[src/rtl/bus_pkg.sv]
// Shared definitions for the serial system bus: master state encoding,
// default widths and the wire bit order used by master, slave and arbiter.
package bus_pkg;

  localparam int ADDR_W_DEF = 15;
  localparam int DATA_W_DEF = 8;

  // Address and data words travel LSB first on B_BUS_OUT / B_BUS_IN.
  localparam bit BUS_LSB_FIRST = 1'b1;

  typedef enum logic [3:0] {
    MS_IDLE     = 4'd0,
    MS_REQ      = 4'd1,
    MS_ADDR     = 4'd2,
    MS_ADDR_ACK = 4'd3,
    MS_WDATA    = 4'd4,
    MS_WR_ACK   = 4'd5,
    MS_RDATA    = 4'd6,
    MS_SPLIT    = 4'd7,
    MS_DONE     = 4'd8
  } mstate_e;

  // Position inside a word of the k-th bit sent or received on the wire.
  function automatic int bus_bit_pos(input int k, input int width);
    return BUS_LSB_FIRST ? k : width - 1 - k;
  endfunction

endpackage

[src/rtl/counter.sv]
// Free-running up counter with synchronous reset and synchronous clear.
module counter #(
  parameter int WIDTH = 4
) (
  input  logic             i_clk,
  input  logic             i_rst,
  input  logic             i_clr,
  input  logic             i_en,
  output logic [WIDTH-1:0] o_count
);

  // NOTE: sequential state is updated with <= only, so every flop samples
  // the pre-edge value of every other flop regardless of block ordering.
  always_ff @(posedge i_clk) begin
    if (i_rst || i_clr) begin
      o_count <= '0;
    end else if (i_en) begin
      o_count <= o_count + WIDTH'(1);
    end
  end

endmodule

[src/rtl/master_port_serial.sv]
// Serial bus master port: takes one parallel request, arbitrates, shifts
// address/write data out, gathers read data, and handles ACK timeout and split.
module master_port_serial
  import bus_pkg::*;
#(
  parameter int ADDR_W = ADDR_W_DEF,
  parameter int DATA_W = DATA_W_DEF,
  parameter int ACK_TO = 4,
  parameter int CNT_W  = 4
) (
  input  logic              CLK,
  input  logic              RST,
  input  logic              M_REQ,
  input  logic              M_RW,
  input  logic [ADDR_W-1:0] M_ADDR,
  input  logic [DATA_W-1:0] M_WDATA,
  output logic              M_READY,
  output logic              M_DONE,
  output logic              M_ERR,
  output logic [DATA_W-1:0] M_RDATA,
  output logic              B_REQ,
  input  logic              B_GRANT,
  output logic              B_RW,
  output logic              B_VALID,
  output logic              B_BUS_OUT,
  input  logic              B_BUS_IN,
  input  logic              B_ACK,
  input  logic              B_SPLIT,
  input  logic              B_SPL_RESUME
);

  mstate_e           r_state;
  mstate_e           w_state_nxt;
  logic              r_rw;
  logic [ADDR_W-1:0] r_addr;
  logic [DATA_W-1:0] r_wdata;
  logic [DATA_W-1:0] r_rdata_acc;
  logic [DATA_W-1:0] w_rdata_acc_nxt;

  logic              r_m_ready;
  logic              r_m_done;
  logic              r_m_err;
  logic [DATA_W-1:0] r_m_rdata;
  logic              r_b_req;
  logic              r_b_valid;
  logic              r_b_bus_out;

  logic [CNT_W-1:0]  w_bit_cnt;
  logic [CNT_W-1:0]  w_bit_cnt_nxt;
  logic [CNT_W-1:0]  w_to_cnt;
  logic              w_state_chg;
  logic              w_bit_en;
  logic              w_to_en;
  logic              w_abort;
  logic              w_last_addr;
  logic              w_last_data;
  logic              w_to_expired;
  logic              w_split;
  logic              w_addr_bit;
  logic              w_wdata_bit;

  assign w_last_addr  = (w_bit_cnt == CNT_W'(ADDR_W - 1));
  assign w_last_data  = (w_bit_cnt == CNT_W'(DATA_W - 1));
  assign w_to_expired = (w_to_cnt  == CNT_W'(ACK_TO - 1));
  assign w_split      = B_SPLIT && !B_SPL_RESUME;

  // NOTE: every signal assigned in this block gets a default first, so no
  // path through the case statement can leave it unassigned and infer a latch.
  always_comb begin
    w_state_nxt = r_state;
    w_abort     = 1'b0;
    case (r_state)
      MS_IDLE, MS_DONE: begin
        if (M_REQ) w_state_nxt = MS_REQ;
        else       w_state_nxt = MS_IDLE;
      end
      MS_REQ: begin
        if (B_GRANT) w_state_nxt = MS_ADDR;
      end
      MS_ADDR: begin
        if (!B_GRANT)         w_abort     = 1'b1;
        else if (w_last_addr) w_state_nxt = MS_ADDR_ACK;
      end
      MS_ADDR_ACK: begin
        if (!B_GRANT)          w_abort     = 1'b1;
        else if (B_ACK)        w_state_nxt = r_rw ? MS_WDATA : MS_RDATA;
        else if (w_to_expired) w_abort     = 1'b1;
      end
      MS_WDATA: begin
        if (!B_GRANT)         w_abort     = 1'b1;
        else if (w_last_data) w_state_nxt = MS_WR_ACK;
      end
      MS_WR_ACK: begin
        if (!B_GRANT)          w_abort     = 1'b1;
        else if (B_ACK)        w_state_nxt = MS_DONE;
        else if (w_to_expired) w_abort     = 1'b1;
      end
      MS_RDATA: begin
        // The arbiter may pull grant together with the split; split takes precedence.
        if (w_split)          w_state_nxt = MS_SPLIT;
        else if (!B_GRANT)    w_abort     = 1'b1;
        else if (w_last_data) w_state_nxt = MS_DONE;
      end
      MS_SPLIT: begin
        if (!B_SPLIT || B_SPL_RESUME) w_state_nxt = MS_RDATA;
      end
      default: w_state_nxt = MS_IDLE;
    endcase
    if (w_abort) w_state_nxt = MS_IDLE;
  end

  // Both counters restart from zero on every state change.
  assign w_state_chg = (w_state_nxt != r_state);
  assign w_bit_en    = (r_state == MS_ADDR) || (r_state == MS_WDATA) ||
                       (r_state == MS_RDATA);
  assign w_to_en     = (r_state == MS_ADDR_ACK) || (r_state == MS_WR_ACK);

  counter #(.WIDTH(CNT_W)) u_bit_cnt (
    .i_clk   (CLK),
    .i_rst   (RST),
    .i_clr   (w_state_chg),
    .i_en    (w_bit_en),
    .o_count (w_bit_cnt)
  );

  counter #(.WIDTH(CNT_W)) u_to_cnt (
    .i_clk   (CLK),
    .i_rst   (RST),
    .i_clr   (w_state_chg),
    .i_en    (w_to_en),
    .o_count (w_to_cnt)
  );

  // Serial outputs are registered, so they are loaded with the bit for the
  // counter value the next cycle will hold.
  assign w_bit_cnt_nxt = w_state_chg ? '0 :
                         (w_bit_en ? w_bit_cnt + CNT_W'(1) : w_bit_cnt);
  assign w_addr_bit  = 1'(r_addr  >> bus_bit_pos(int'(w_bit_cnt_nxt), ADDR_W));
  assign w_wdata_bit = 1'(r_wdata >> bus_bit_pos(int'(w_bit_cnt_nxt), DATA_W));
  assign w_rdata_acc_nxt = r_rdata_acc |
                           (DATA_W'(B_BUS_IN) << bus_bit_pos(int'(w_bit_cnt), DATA_W));

  always_ff @(posedge CLK) begin
    if (RST) begin
      r_state     <= MS_IDLE;
      r_rw        <= 1'b0;
      r_addr      <= '0;
      r_wdata     <= '0;
      r_rdata_acc <= '0;
      r_m_ready   <= 1'b1;
      r_m_done    <= 1'b0;
      r_m_err     <= 1'b0;
      r_m_rdata   <= '0;
      r_b_req     <= 1'b0;
      r_b_valid   <= 1'b0;
      r_b_bus_out <= 1'b0;
    end else begin
      r_state <= w_state_nxt;
      if (r_m_ready && M_REQ) begin
        r_rw    <= M_RW;
        r_addr  <= M_ADDR;
        r_wdata <= M_WDATA;
      end
      // A split discards the partial byte; RDATA re-entry starts from bit 0.
      if (r_state == MS_RDATA && w_state_nxt == MS_RDATA) r_rdata_acc <= w_rdata_acc_nxt;
      else                                                 r_rdata_acc <= '0;
      if (r_state == MS_RDATA && w_state_nxt == MS_DONE) r_m_rdata <= w_rdata_acc_nxt;

      r_m_ready   <= (w_state_nxt == MS_IDLE) || (w_state_nxt == MS_DONE);
      r_m_done    <= (w_state_nxt == MS_DONE);
      r_m_err     <= w_abort;
      r_b_req     <= (w_state_nxt != MS_IDLE) && (w_state_nxt != MS_DONE);
      r_b_valid   <= (w_state_nxt == MS_ADDR) || (w_state_nxt == MS_WDATA);
      r_b_bus_out <= (w_state_nxt == MS_ADDR)  ? w_addr_bit  :
                     (w_state_nxt == MS_WDATA) ? w_wdata_bit : 1'b0;
    end
  end

  assign M_READY   = r_m_ready;
  assign M_DONE    = r_m_done;
  assign M_ERR     = r_m_err;
  assign M_RDATA   = r_m_rdata;
  assign B_REQ     = r_b_req;
  assign B_RW      = r_rw;
  assign B_VALID   = r_b_valid;
  assign B_BUS_OUT = r_b_bus_out;

endmodule

[config.mk]
export PLATFORM = sky130hd
export DESIGN_NAME = master_port_serial
export DESIGN_NICKNAME = d
export VERILOG_FILES = /design/src/rtl/bus_pkg.sv /design/src/rtl/counter.sv /design/src/rtl/master_port_serial.sv
export SDC_FILE = /design/constraint.sdc
export NUM_CORES = 1
export LEC_CHECK = 0
export ABC_AREA = 1
export CORE_MARGIN = 1.5
export CORE_UTILIZATION = 57
export DETAILED_ROUTE_END_ITERATION = 10
export PLACE_DENSITY = 0.85
export SLEW_MARGIN = 20
export SYNTH_ARGS = -nofsm -noshare
export SYNTH_HDL_FRONTEND = slang
export SYNTH_SLANG_ARGS = --single-unit
[constraint.sdc]
create_clock -name CLK -period 3.8 [get_ports CLK]
set_input_delay 0.76 -clock CLK [delete_from_list [all_inputs] [get_ports CLK]]
set_output_delay 0.76 -clock CLK [all_outputs]
set_load 0.005 [all_outputs]
==> results of run 1 <==
[where the power goes]
part	switching [mW]	internal, mW
Combinational	0.153	0.105
Clock	0.221	0.338
Sequential	0.0213	0.645
Total	0.395	1.09
[synth_stat cells]
| library cell | count | area [um^2] |
|---|---|---|
| ha_1 | 3 | 37.54 |
| nor4_1 | 1 | 6.260 |
| nand4_1 | 10 | 62.56 |
| o211ai_1 | 1 | 7.510 |
| inv_2 | 4 | 15.01 |
| nand3_4 | 2 | 35.03 |
| clkbuf_1 | 10 | 37.54 |
| nor2_4 | 2 | 22.52 |
| xnor2_1 | 1 | 8.760 |
| nand3_2 | 3 | 30.03 |
| a21oi_1 | 34 | 170.2 |
| nand2_2 | 10 | 62.56 |
| nand2_4 | 2 | 22.52 |
| inv_1 | 37 | 138.9 |
| dfxtp_1 | 58 | 1161 |
| nor2_2 | 3 | 18.77 |
| xor2_1 | 3 | 26.28 |
| nor3_1 | 5 | 25.02 |
| buf_2 | 2 | 10.01 |
| and3_1 | 1 | 6.260 |
| nand2_1 | 59 | 221.5 |
| nand3_1 | 28 | 140.1 |
| a21oi_2 | 2 | 17.52 |
| o21ai_1 | 1 | 5.000 |
| clkinv_1 | 2 | 7.510 |
| nor2_1 | 66 | 247.7 |
| or2_2 | 1 | 6.260 |
| nor2_8 | 2 | 40.04 |
| o21a_1 | 1 | 7.510 |
| buf_6 | 2 | 22.52 |
| o21ai_0 | 34 | 170.2 |
[worst min path at each step]
| stage | endpoint | depth (start not counted) | start | slack (ps) |
|---|---|---|---|---|
| 3_3_place_gp | r_wdata[7] | 2 | r_wdata[7] | 440 |
| 5_1_grt | r_addr[3] | 2 | r_addr[3] | 480 |
| 2_1_floorplan | r_wdata[7] | 2 | r_wdata[7] | 420 |
| 3_5_place_dp | r_wdata[7] | 2 | r_wdata[7] | 440 |
| 4_1_cts | r_wdata[7] | 2 | r_wdata[7] | 450 |
| 6_report | r_wdata[7] | 2 | r_wdata[7] | 450 |
[cells in the final DEF, fill, tap and decap left out, drive strengths merged]
master / count
dfxtp: 58
buf: 3
nor2: 73
xnor2: 1
a21oi: 36
and3: 1
o21ai: 35
or2: 1
nand4: 10
ha: 3
clkbuf: 14
nand2: 71
o211ai: 1
bufinv: 1
o21a: 1
xor2: 3
nor3: 5
clkinv: 3
inv: 41
nand3: 33
clkdlybuf4s50: 46
nor4: 1
[cell families after synthesis]
group | Yosys count | share of synthesized area, %
and+or+nand+nor | 195 | 33.95
xor gates and xnor gates | 4 | 1.256
adders and majority gates | 3 | 1.345
buffers and inverters | 57 | 8.296
AOI/OAI and AO/OA | 73 | 13.54
DFF | 58 | 41.61
[state kept, by name, indices dropped and copies added, names as in the netlist]
register and cells:
r_state 4, B_RW 1, M_READY 1, B_BUS_OUT 1, M_RDATA 8, M_DONE 1
r_addr 15, M_ERR 1, u_bit_cnt.o_count 4, r_rdata_acc 8, B_VALID 1, r_wdata 8
B_REQ 1, u_to_cnt.o_count 4
[metrics by stage]
step	hold slack [ps]	setup slack (ps)	cell area [um^2]	power [mW]	cells
4_1_cts	445.5	829.2	3485	1.491	508
3_3_place_gp	435.2	596.4	3287	0.9281	492
5_1_grt	480.8	490.8	3485	1.558	508
2_1_floorplan	423.7	1275	2790	0.8540	390
6_report	445.8	790.8	3485	1.483	508
3_5_place_dp	435.5	489.8	3287	0.9334	492
[critical path, cell delays in order]
cell and delay (ps):
clkdlybuf4s50_1 640, nand2_1 200, inv_1 90, nand3_1 100, nor2_1 110, nor2_1 50
nand3_1 80, nand2_2 90, nand2_2 90, nand2_4 70, nor2_8 200, nand2_1 70
inv_1 90, nand2_1 120, inv_1 120, nand3_1 80, nand3_1 80, nand2_1 60
nand2_1 60, a21oi_2 50
[layout make-up]
class	count	area share (%)
flip-flops and latches	58	33.32
inverters	43	4.632
repair buffers	49	13.86
well taps	67	2.406
multi-input cells	275	40.11
clock buffers	14	4.668
clock inverters	2	1.005
[routing by layer]
layer | global-route usage (%) | vias to the layer above
met5 | 0 | -
met4 | 9.224 | 0
met3 | 5.801 | 10
met2 | 40.98 | 62
met1 | 33.62 | 1198
li1 | - | 1366
==> impl_summary.txt, run 1 <==
----------------------------------------------------
[Placed design]
  Placed wire-length estimate after detailed placement ... 4514 um
  Count of input and output buffers ... 46
  GP Congestion ... 0.8912

[CTS]
  Clock insertion delay at the later pin of the skew report ... 330 ps
  Gates resized, CTS repair ... 0
  Clock tree buffer depth ... 2
  CTS buffer count ... 9
  Clk sinks ... 58
  Clock tree from TritonCTS ... yes
  H-tree level count ... 3
  Number of setup buffers added after CTS ... 0
  CTS Hold Bufs ... 0
  Clock-pin slew of the registers on the worst-case setup and hold paths ... 60 ps
  Clk Tree Root Cell ... clkbuf_8

[Worst setup path]
  Critical path capture point type ... register
  Capture point of the worst path ... B_BUS_OUT
  Worst setup path startpoint ... B_GRANT
  Worst R2R Path Depth ... 18
  Category of the worst setup path launch point ... input port
  Start of the worst register-to-register path ... u_bit_cnt.o_count[2]
  Destination of the worst register-to-register timing path ... B_BUS_OUT
  Req. time, crit path ... 4000 ps
  Flop2flop setup slack ... 1260 ps
  Crit Path Class ... input port to register
  Max Fanout on Critical Path ... 10
  Worst EP arrival ... 3210 ps

[STA]
  Share of the clock period used by the worst path ... 79.19%
  RSZ-0062 raised after global routing ... false
  Number of endpoints with negative hold slack in the final report ... 0
  Maximum operating frequency ... 332.3 MHz
  Actual slew at the worst max-slew pin ... 993.9 ps
  Min Tclk post-route ... 3009 ps
  Max Transition Viols Final ... 0
  TNS Setup ... 0 ps
  Skew final ... 6.581 ps
  Worst max-slew margin expressed relative to the limit ... 33.58%
  Final setup fails ... 0

[Route]
  Routed via count ... 2636
  Met3 routed WL ... 286 um
  Post-DR wirelength/cell ... 12.03 um
  DRC marker count from the first detailed-route iteration ... 198
  Drt first pass iters ... 4
  Aggregate routed wire length ... 6109 um
  Post-detailed-route via-to-cell ratio ... 5.189
  Metal1 wirelength ... 2803 um
  Met2 wire length ... 2913 um
  Post-route DRC violation count ... 0
  Top routing layer in use ... met4
  Number of nets with antenna violations after detailed routing ... 0

[GRT]
  Aggregate global routing overflow ... 0
  Number of global-route vias before repair ... 2399
  Tot GR Track Use ... 25.49%
  Initial antenna violation count ... 0
  Global-route wire length before repair ... 10440 um
  Maximum number of pins on one net before global-route repair ... 39

[Cells and area]
  Filler Cell Count ... 391
  Synthesis-to-layout area growth ... 24.89%
  Footprint of the multi-input gates ... 0.001398 mm^2
  Final core utilization ... 73.77%
  Seq. cell area ... 0.001161 mm^2
  Final net count ... 471
  Share of post-route cells with drive strength above 1 ... 10.66%
  N_diodes ... 0

[Yosys]
  Cells after synthesis ... 390
  FF+latch count, synth ... 58
  Sequential area share after synthesis ... 41.61%
  Syn nets ... 425
  Mapped Area ... 0.002790 mm^2
  Cell variety after synth ... 31
  Number of warnings reported in the yosys synthesis log ... 0
  Average instance area after synthesis ... 7.154 um^2

[Floorplanning]
  Area of the core region ... 0.004723 mm^2
  Area of the die ... 0.005324 mm^2
  Width of the die ... 72.97 um
  Die Y-Extent ... 72.97 um
  Num rows ... 25
  Top-level port count ... 47
  Initial core utilization ... 59.07%

[Power]
  Peak supply drop ... 268.9 uV
  Leakage power total ... 1.507 nW
  Total power per unit cell area ... 425.6 mW/mm^2

[Run status]
  Status ... finished clean

[Hold path]
  Hold Crit Class ... register to register

[Run]
  MaxCap Viol Count ... 0

----------------------------------------------------
Power figures use the tool's default switching activity.
==> run 2: changes to the inputs <==
--- a/config.mk
+++ b/config.mk
@@ -7,9 +7,9 @@
 export LEC_CHECK = 0
 export ABC_AREA = 1
 export CORE_MARGIN = 1.5
-export CORE_UTILIZATION = 57
+export CORE_UTILIZATION = 48
 export DETAILED_ROUTE_END_ITERATION = 10
-export PLACE_DENSITY = 0.85
+export PLACE_DENSITY = 0.76
 export SLEW_MARGIN = 20
 export SYNTH_ARGS = -nofsm -noshare
 export SYNTH_HDL_FRONTEND = slang
==> constraint.sdc (replaced) <==
create_clock -name CLK -period 2.65 [get_ports CLK]
set_input_delay 0.53 -clock CLK [delete_from_list [all_inputs] [get_ports CLK]]
set_output_delay 0.53 -clock CLK [all_outputs]
set_load 0.005 [all_outputs]
==> run 2 against run 1 <==
Register-to-register slack lost 1000 ps; core utilization shrank 8.2 points; clock power grew 27%; non-clock buffer count grew 22.
==> impl_summary.txt, run 2 (synthesized netlist as in run 1, its figures left out) <==
----------------------------------------------------
[Run status]
  Status ... finished clean

[STA]
  Actual slew at the worst max-slew pin ... 532.8 ps
  Skew final ... 10.35 ps
  Maximum operating frequency ... 412.9 MHz
  RSZ-0062 raised after global routing ... false
  Worst max-slew margin expressed relative to the limit ... 64.26%
  Min Tclk post-route ... 2422 ps
  TNS Setup ... 0 ps
  Share of the clock period used by the worst path ... 91.40%
  Final setup fails ... 0
  Number of endpoints with negative hold slack in the final report ... 0
  Max Transition Viols Final ... 0

[Cells and area]
  N_diodes ... 0
  Filler Cell Count ... 507
  Max FFs per register ... 15
  Layout Cell Area excl Fill ... 0.003654 mm^2
  Most common cell after layout, fill and taps aside ... nor2_1
  Share of post-route cells with drive strength above 1 ... 16.38%
  Synthesis-to-layout area growth ... 30.94%
  Non-Filler Instances ... 536
  Final net count ... 494
  Top library cells by usage in the layout, fill and taps aside ... nor2_1, dfxtp_1, nand2_1
  Largest reg by FF count ... r_addr

[Route]
  Drt first pass iters ... 4
  Aggregate routed wire length ... 6722 um
  Number of nets with antenna violations after detailed routing ... 0
  DRC marker count from the first detailed-route iteration ... 157
  Routed via count ... 2678
  Post-detailed-route via-to-cell ratio ... 4.996
  Post-route DRC violation count ... 0
  Post-DR wirelength/cell ... 12.54 um

[Worst setup path]
  Worst path slowest cell ... dfxtp_1
  Category of the worst setup path launch point ... register
  Max Fanout on Critical Path ... 11
  Worst EP arrival ... 2650 ps
  Crit Path Class ... register to register
  Critical path capture point type ... register
  Largest stage delay on the critical path ... 530 ps
  Critical path's most frequent cell ... nand2_1
  Req. time, crit path ... 2880 ps
  Critical Path, Cell by Cell ... nor2_1 > nand2_1 > nand2_1 > nor2_2 > xor2_1 > buf_4 > nand4_1 > nand3_1 > nand3_1 > nand3_1 > nand2_1 > nand2_1 > a21oi_2

[CTS]
  Clock-pin slew of the registers on the worst-case setup and hold paths ... 60 ps
  Clock tree from TritonCTS ... yes
  Clk Tree Root Cell ... clkbuf_8
  Clock insertion delay at the later pin of the skew report ... 340 ps
  CTS Hold Bufs ... 0
  Clk sinks ... 58
  H-tree level count ... 3
  Clock tree buffer depth ... 2
  CTS buffer count ... 9

[GRT]
  Maximum number of pins on one net before global-route repair ... 37
  Global-route wire length before repair ... 11320 um
  Tot GR Track Use ... 23.57%
  Initial antenna violation count ... 0
  Number of global-route vias before repair ... 2447
  Aggregate global routing overflow ... 0

[Hold path]
  Hold Crit Class ... register to register

[Floorplanning]
  Area of the core region ... 0.005574 mm^2
  Initial core utilization ... 50.06%
  Die Y-Extent ... 79.24 um
  Top-level port count ... 47
  Num rows ... 27
  Width of the die ... 79.24 um
  Area of the die ... 0.006279 mm^2

[Placed design]
  GP Congestion ... 0.9109
  Total instance count after detailed placement ... 517
  Placed wire-length estimate after detailed placement ... 4861 um
  Count of input and output buffers ... 46
  Post-DP Area ... 0.003443 mm^2

[Power]
  Leakage power total ... 1.599 nW
  Total power per unit cell area ... 570.6 mW/mm^2
  Peak supply drop ... 348.6 uV

[Run]
  MaxCap Viol Count ... 0

----------------------------------------------------
-- run 2: cell types whose count changed in the layout (fill, tap and decap cells not counted), moves of 2 or more --
cell,change
nor2_2,+2
buf_4,+21
clkinvlp_4,+2
clkbuf_1,-2
nor2_1,-2
clkinv_2,+2
-- run 2: metrics by stage --
| stage | hold slack [ps] | utilization [%] | worst slack [ps] | power (mW) |
|---|---|---|---|---|
| 6_report | 459.8 | 65.54 | 228.0 | 2.085 |
| 5_1_grt | 479.2 | 65.54 | 4.473 | 2.195 |
| 4_1_cts | 462.3 | 64.85 | 141.3 | 2.085 |
| 3_5_place_dp | 452.1 | 61.77 | -221.2 | 1.373 |
| 3_3_place_gp | 438.3 | 61.77 | -153.0 | 1.366 |
| 2_1_floorplan | 423.7 | - | 355.3 | 1.225 |
-- run 2: worst paths after layout --
check | start | endpoint | slack [ps] | depth (start not counted)
setup reg to reg | r_state[1] | B_BUS_OUT | 230 | 13
hold reg to reg | r_addr[2] | r_addr[2] | 460 | 2
setup / recovery | r_state[1] | B_BUS_OUT | 230 | 13
hold / removal | r_addr[2] | r_addr[2] | 460 | 2
-- run 2: final cells by class --
cell class                      instances  area (um^2)  share of cell area (%)
Inverter                               43        161.4                   4.418
Sequential cell                        58         1161                   31.78
Clock buffer                           11        141.4                   3.870
Timing Repair Buffer                   71        654.4                   17.91
Tap cell                               72        90.09                   2.466
Multi-Input combinational cell        276         1415                   38.73
Clock inverter                          5        30.03                  0.8219
-- run 2: repair_timing --
action                     4_1_cts  5_1_grt
setup buffers                    0        2
setup endpoints to repair        0        1
gates resized for setup          0        6
-- run 2: worst max-delay path, delay by kind of cell, from the launching register on --
kind / cells / cell delay (ps)
AO/OA/AOI/OAI: 1 / 50
AND/OR/NAND/NOR: 10 / 1060
XOR/XNOR: 1 / 410
buffers and inverters: 1 / 270
flip-flops: 1 / 530
-- run 2: metal layers --
metal,wire length (um),track usage [%],vias up
li1,-,-,1403
met1,3258,33.03,1195
met2,2977,34.10,68
met3,349,6.667,12
met4,136,8.947,0
met5,0,0,-
-- run 2: report_power, final --
part / leakage (nW) / total [mW] / internal (mW) / switching (mW)
logic: 1.04 / 0.418 / 0.183 / 0.234
registers: 0.474 / 0.955 / 0.924 / 0.0314
clock network: 0.0851 / 0.712 / 0.359 / 0.353
total: 1.60 / 2.08 / 1.47 / 0.618
